$ cat config.mk
export PLATFORM = sky130hd
export DESIGN_NAME = input_fifo_buffer
export DESIGN_NICKNAME = d
export VERILOG_FILES = /design/src/rtl/input_fifo_buffer_pkg.sv /design/src/rtl/fifo_mem.sv /design/src/rtl/input_fifo_buffer.sv
export SDC_FILE = /design/constraint.sdc
export NUM_CORES = 1
export LEC_CHECK = 0
export ABC_AREA = 1
export CORE_MARGIN = 1.5
export CORE_UTILIZATION = 50
export CTS_BUF_LIST = sky130_fd_sc_hd__clkbuf_16
export DETAILED_ROUTE_END_ITERATION = 12
export GPL_TIMING_DRIVEN = 0
export HOLD_SLACK_MARGIN = 0.08
export PLACE_DENSITY_LB_ADDON = 0.08
export SETUP_SLACK_MARGIN = 0.1
export SYNTH_ARGS = -nofsm -noshare
export SYNTH_HDL_FRONTEND = slang
export SYNTH_SLANG_ARGS = --single-unit
$ cat constraint.sdc
create_clock -name clk -period 2.55 [get_ports clk]
set_input_delay 0.765 -clock clk [delete_from_list [all_inputs] [get_ports clk]]
set_output_delay 0.765 -clock clk [all_outputs]
set_load 0.03 [all_outputs]
$ cat src/rtl/input_fifo_buffer_pkg.sv
`default_nettype none
// ============================================================================
//  Module   : input_fifo_buffer_pkg
//  Brief    : Shared sizing defaults for the input FIFO, the input read
//             controller and the consumer stage.
//  Revision : 1.0  initial release
// ============================================================================
package input_fifo_buffer_pkg;

    // Width of one stored word
    localparam int DEFAULT_DATA_WIDTH = 16;
    // Number of FIFO entries (power of two, at least 2)
    localparam int DEFAULT_DEPTH      = 8;
    // log2(DEFAULT_DEPTH)
    localparam int DEFAULT_ADDR_WIDTH = 3;

    // True when v is a power of two that is at least 2
    function automatic bit is_valid_depth(input int v);
        return (v >= 2) && ((v & (v - 1)) == 0);
    endfunction

endpackage : input_fifo_buffer_pkg
`default_nettype wire

$ cat src/rtl/fifo_mem.sv
`default_nettype none
// ============================================================================
//  Module   : fifo_mem
//  Brief    : DEPTH x DATA_WIDTH register array with one synchronous write
//             port and one synchronous (registered) read port. The array is
//             never reset; only the read register is.
//  Revision : 1.0  initial release
// ============================================================================
module fifo_mem
    import input_fifo_buffer_pkg::*;
#(
    parameter int DATA_WIDTH = DEFAULT_DATA_WIDTH,
    parameter int DEPTH      = DEFAULT_DEPTH,
    parameter int ADDR_WIDTH = DEFAULT_ADDR_WIDTH
) (
    input  logic                  clk,
    input  logic                  rst,
    input  logic                  we,
    input  logic [ADDR_WIDTH-1:0] waddr,
    input  logic [DATA_WIDTH-1:0] wdata,
    input  logic                  re,
    input  logic [ADDR_WIDTH-1:0] raddr,
    output logic [DATA_WIDTH-1:0] rdata
);

    logic [DATA_WIDTH-1:0] mem [DEPTH];

    // Write port: stored contents survive reset, the pointers make them stale
    always_ff @(posedge clk) begin
        if (we) begin
            mem[waddr] <= wdata;
        end
    end

    // Read port: output register holds its value unless a read is accepted
    always_ff @(posedge clk or posedge rst) begin
        if (rst) begin
            rdata <= '0;
        end else if (re) begin
            rdata <= mem[raddr];
        end
    end

endmodule : fifo_mem
`default_nettype wire

$ cat src/rtl/input_fifo_buffer.sv
`default_nettype none
// ============================================================================
//  Module   : input_fifo_buffer
//  Brief    : Single-clock circular FIFO between the input read controller
//             and the downstream consumer. One-cycle registered read, no
//             write-to-read bypass, sticky overflow flag.
//  Revision : 1.0  initial release
// ============================================================================
module input_fifo_buffer
    import input_fifo_buffer_pkg::*;
#(
    parameter int DATA_WIDTH = DEFAULT_DATA_WIDTH,
    parameter int DEPTH      = DEFAULT_DEPTH,
    parameter int ADDR_WIDTH = DEFAULT_ADDR_WIDTH
) (
    input  logic                  clk,
    input  logic                  rst,
    input  logic                  wen,
    input  logic [DATA_WIDTH-1:0] din,
    output logic                  full,
    input  logic                  ren,
    output logic [DATA_WIDTH-1:0] dout,
    output logic                  dout_valid,
    output logic                  empty,
    output logic [ADDR_WIDTH:0]   count,
    output logic                  overflow
);

    localparam logic [ADDR_WIDTH:0] FULL_COUNT = (ADDR_WIDTH + 1)'(DEPTH);

    // Elaboration-time sanity check on the sizing parameters
    generate
        if (!is_valid_depth(DEPTH) || (DEPTH != (1 << ADDR_WIDTH))) begin : g_bad_params
            $error("input_fifo_buffer: DEPTH must be a power of two >= 2 equal to 2**ADDR_WIDTH");
        end
    endgenerate

    logic [ADDR_WIDTH-1:0] wp;
    logic [ADDR_WIDTH-1:0] rp;
    logic                  wr_ok;
    logic                  rd_ok;

    // Flags derive only from occupancy, so they follow reset immediately
    assign full  = (count == FULL_COUNT);
    assign empty = (count == '0);

    // Accept qualifiers: an empty FIFO never reads the word being written
    // in the same cycle, and a full FIFO frees its slot only after the edge
    assign wr_ok = wen && !full;
    assign rd_ok = ren && !empty;

    // Write pointer advances on every accepted write, wrapping naturally
    always_ff @(posedge clk or posedge rst) begin
        if (rst) begin
            wp <= '0;
        end else if (wr_ok) begin
            wp <= wp + 1'b1;
        end
    end

    // Read pointer advances on every accepted read, wrapping naturally
    always_ff @(posedge clk or posedge rst) begin
        if (rst) begin
            rp <= '0;
        end else if (rd_ok) begin
            rp <= rp + 1'b1;
        end
    end

    // Occupancy: balanced when both or neither transfer happens
    always_ff @(posedge clk or posedge rst) begin
        if (rst) begin
            count <= '0;
        end else if (wr_ok && !rd_ok) begin
            count <= count + 1'b1;
        end else if (rd_ok && !wr_ok) begin
            count <= count - 1'b1;
        end
    end

    // Read data is valid for exactly the cycle after an accepted read
    always_ff @(posedge clk or posedge rst) begin
        if (rst) begin
            dout_valid <= 1'b0;
        end else begin
            dout_valid <= rd_ok;
        end
    end

    // Overflow is sticky until reset: any write attempt while full sets it
    always_ff @(posedge clk or posedge rst) begin
        if (rst) begin
            overflow <= 1'b0;
        end else if (wen && full) begin
            overflow <= 1'b1;
        end
    end

    fifo_mem #(
        .DATA_WIDTH (DATA_WIDTH),
        .DEPTH      (DEPTH),
        .ADDR_WIDTH (ADDR_WIDTH)
    ) u_fifo_mem (
        .clk   (clk),
        .rst   (rst),
        .we    (wr_ok),
        .waddr (wp),
        .wdata (din),
        .re    (rd_ok),
        .raddr (rp),
        .rdata (dout)
    );

endmodule : input_fifo_buffer
`default_nettype wire

==> impl_metrics.yaml <==
power_and_ir_drop:
  p_leak_nw: 3.59
  irDropWorstVdd_mv: 0.558
  cellPowerDensity_nw_per_um2: 1200
critical_path:
  worst-path-max-fanout: 5
  worst_path_max_delay_cell: "sky130_fd_sc_hd__clkdlybuf4s50_1"
  worst-endpoint-required_ns: 1.79
  critPathKind: "reg2out"
  worstRegToRegCells: 13
  critPathLaunchType: "register"
  path_cells: "clkdlybuf4s50_1"
  worst_r2r_startpoint: "count[0]$_DFFE_PP0P_"
  crit_cells: 1
  cpPeakStageDelay_ns: 0.71
  critical_path.startpoint: "count[0]$_DFFE_PP0P_"
  critPathArrivalTime_ns: 1.60
  worstReg2RegEnd: "count[3]$_DFFE_PP0P_"
  setup.worst_path.end: "count[0]"
  r2r_slack_ns: 0.36
  cpLargestDelayFamily: "buffers and inverters"
  sum_of_buffers_and_inverters_on_the_critical_path: 1
  crit_path_end_kind: "output port"
floorplanning:
  die_area_um2: 14100
  floorplan.core_area_um2: 13200
  std_cell_rows: 42
  design.portCount: 44
  die_width_um: 119
  start_util_pct: 50.9
  die_h_um: 119
worst_hold_path:
  min_path_type: "reg2reg"
global_routing:
  grt_use_met2_pct: 40.2
  antenna_found_initial: 0
  first_pass_grt_wire_length_um: 24900
  gr-usage-all-layers_pct: 24.5
  first_global_vias: 4411
  grt.met1_usage_pct: 32.4
  grt_max_degree: 29
  grtUsageMet3_pct: 4.74
  global_route.overflow_total: 0
  top_usage_layer: "met2"
synth:
  part_of_the_yosys_area_used_for_sequential_elements_pct: 67.7
  postSynthNetCount: 669
  netlist.area_leader.share_pct: 57.3
  yosys.cell_types.count: 23
  yosys.area.top_type: "sky130_fd_sc_hd__edfxtp_1"
  synth.ff_latch_count: 156
  yosysWarnings: 0
  mappedNetlistArea_um2: 6710
  post_synth_main_area_contributors: "sky130_fd_sc_hd__edfxtp_1 (57%), sky130_fd_sc_hd__nand2_1 (12%), sky130_fd_sc_hd__dfrtp_1 (10%)"
  postSynthAreaPerCell_um2: 10.4
  synthCells: 643
clock_tree:
  cts_buffer_depth: 2
  clk_root_buffer_cell: "sky130_fd_sc_hd__clkbuf_16"
  cts_tree: "done"
  cts_inserted_buffers: 17
  hold_buffers: 0
  worst_setup_hold_path_clk_slew_ns: 0.06
  clk_latency_ns: 0.43
  clock_tree.htree_level_count: 4
  clock_sink_count: 156
timing:
  grt_setup_unrepaired: "false"
  period_share_pct: 92.6
  slew_headroom_pct: 50.8
  setup_viol: 0
  clock_period_minus_final_worst_setup_slack_ns: 2.36
  timing.clock.skew_ns: 0.00627
  fin_worst_hold_slack_ns: 0.453
  clock.fmax_ghz: 0.424
  final_max_slew_viol_count: 0
  hold_viol_final: 0
  worst_pin_slew_ns: 0.737
outcome:
  run_status: "finished clean"
finish:
  syn2layout_area_growth_pct: 20.4
  instances_no_fill: 904
  multiInputGateArea_um2: 1570
  antenna-diode-count: 0
  seq_area_um2: 4540
  mostFrequentLayoutCell: "sky130_fd_sc_hd__nand2_1"
  fillerInstances: 1057
  layout.nets: 742
  post_route_cells_drive_above_1_share_pct: 11.1
  layout.cells.most_common_list: "sky130_fd_sc_hd__nand2_1 (222), sky130_fd_sc_hd__edfxtp_1 (128), sky130_fd_sc_hd__inv_1 (106)"
route:
  firstDrtPassIters: 8
  vias: 4581
  post-route-drc-count: 0
  drt.antenna.violating_nets: 0
  drt_iter0_markers: 431
  totalWireLength_um: 15900
  routedWlPerCell_um: 17.6
  route.detailed.vias_per_inst: 5.07
place:
  port_buffers: 43
  place_hpwl_um: 10300
  dpl.cell_count: 870
  finalWeightedCongestion: 0.806
flow_run:
  cap_violations: 0
-- routing by layer --
layer  vias up  wire length [um]
li1       2209                 -
met1      2165              6810
met2       178              7800
met3        29               963
met4         0               354
met5         -                 0
-- per-stage QoR --
stage | TNS (ns) | instance area, um2 | setup WS (ns) | utilization (%) | power, mW
6_report | 0 | 8080 | 0.189 | 61.2 | 9.66
4_1_cts | 0 | 8040 | 0.109 | 61.0 | 9.65
2_1_floorplan | 0 | 6710 | 0.326 | - | 5.91
5_1_grt | 0 | 8080 | 0.125 | 61.2 | 10.2
3_3_place_gp | -110.21 | 7360 | -0.900 | 55.8 | 7.13
3_5_place_dp | -13.35 | 7500 | -0.380 | 56.9 | 7.33
-- layout make-up --
cell class	instances	share of cell area [%]
timing repair buffer	54	7.28
buffer	27	2.56
tap	176	2.73
multi-input combinational	350	19.4
clock buffer	17	5.27
inverter	110	5.11
clock inverter	14	1.38
sequential	156	56.3
-- flip-flops by register name, summed over array words and instances, names as in the netlist --
name / flops
overflow: 1
rp: 3
dout_valid: 1
u_fifo_mem.rdata: 16
u_fifo_mem.mem: 128
wp: 3
count: 4
-- power breakdown --
group          switching [mW]  internal [mW]
logic                    2.49           1.32
registers               0.216           3.30
clock network           0.937           1.40
total                    3.64           6.02
-- synthesized netlist by cell type, drive strengths merged --
library cell and n:
nand2 223, edfxtp 128, inv 110, nand3 102, dfrtp 28, buf 27, nor2 10, ha 5
o21ai 3, or2 2, xnor2 2, a21o 1, fa 1, xor2 1
-- cells by family after synthesis --
family	share of synthesized area, %
xor gates and xnor gates	0.392
adders and majority gates	1.23
and+or+nand+nor	21.1
AOI/OAI and AO/OA	0.392
DFF	67.7
buffers and inverters	9.18
-- worst min-delay path by stage --
stage	cells after the start	slack [ns]	startpoint	endpoint
final	1	0.45	overflow$_DFFE_PP0P_	overflow$_DFFE_PP0P_
after global routing	1	0.49	overflow$_DFFE_PP0P_	overflow$_DFFE_PP0P_
after CTS	1	0.46	overflow$_DFFE_PP0P_	overflow$_DFFE_PP0P_
after detailed placement	1	0.44	overflow$_DFFE_PP0P_	overflow$_DFFE_PP0P_
after global placement	1	0.44	overflow$_DFFE_PP0P_	overflow$_DFFE_PP0P_
after floorplan	2	0.48	wp[2]$_DFFE_PP0P_	wp[2]$_DFFE_PP0P_
-- timing repair --
action | CTS | global route
pin swaps | 0 | 1
endpoints found under the setup margin | 3 | 3
resized for setup | 3 | 5
setup buffers | 0 | 2
Power figures use the tool's default switching activity.
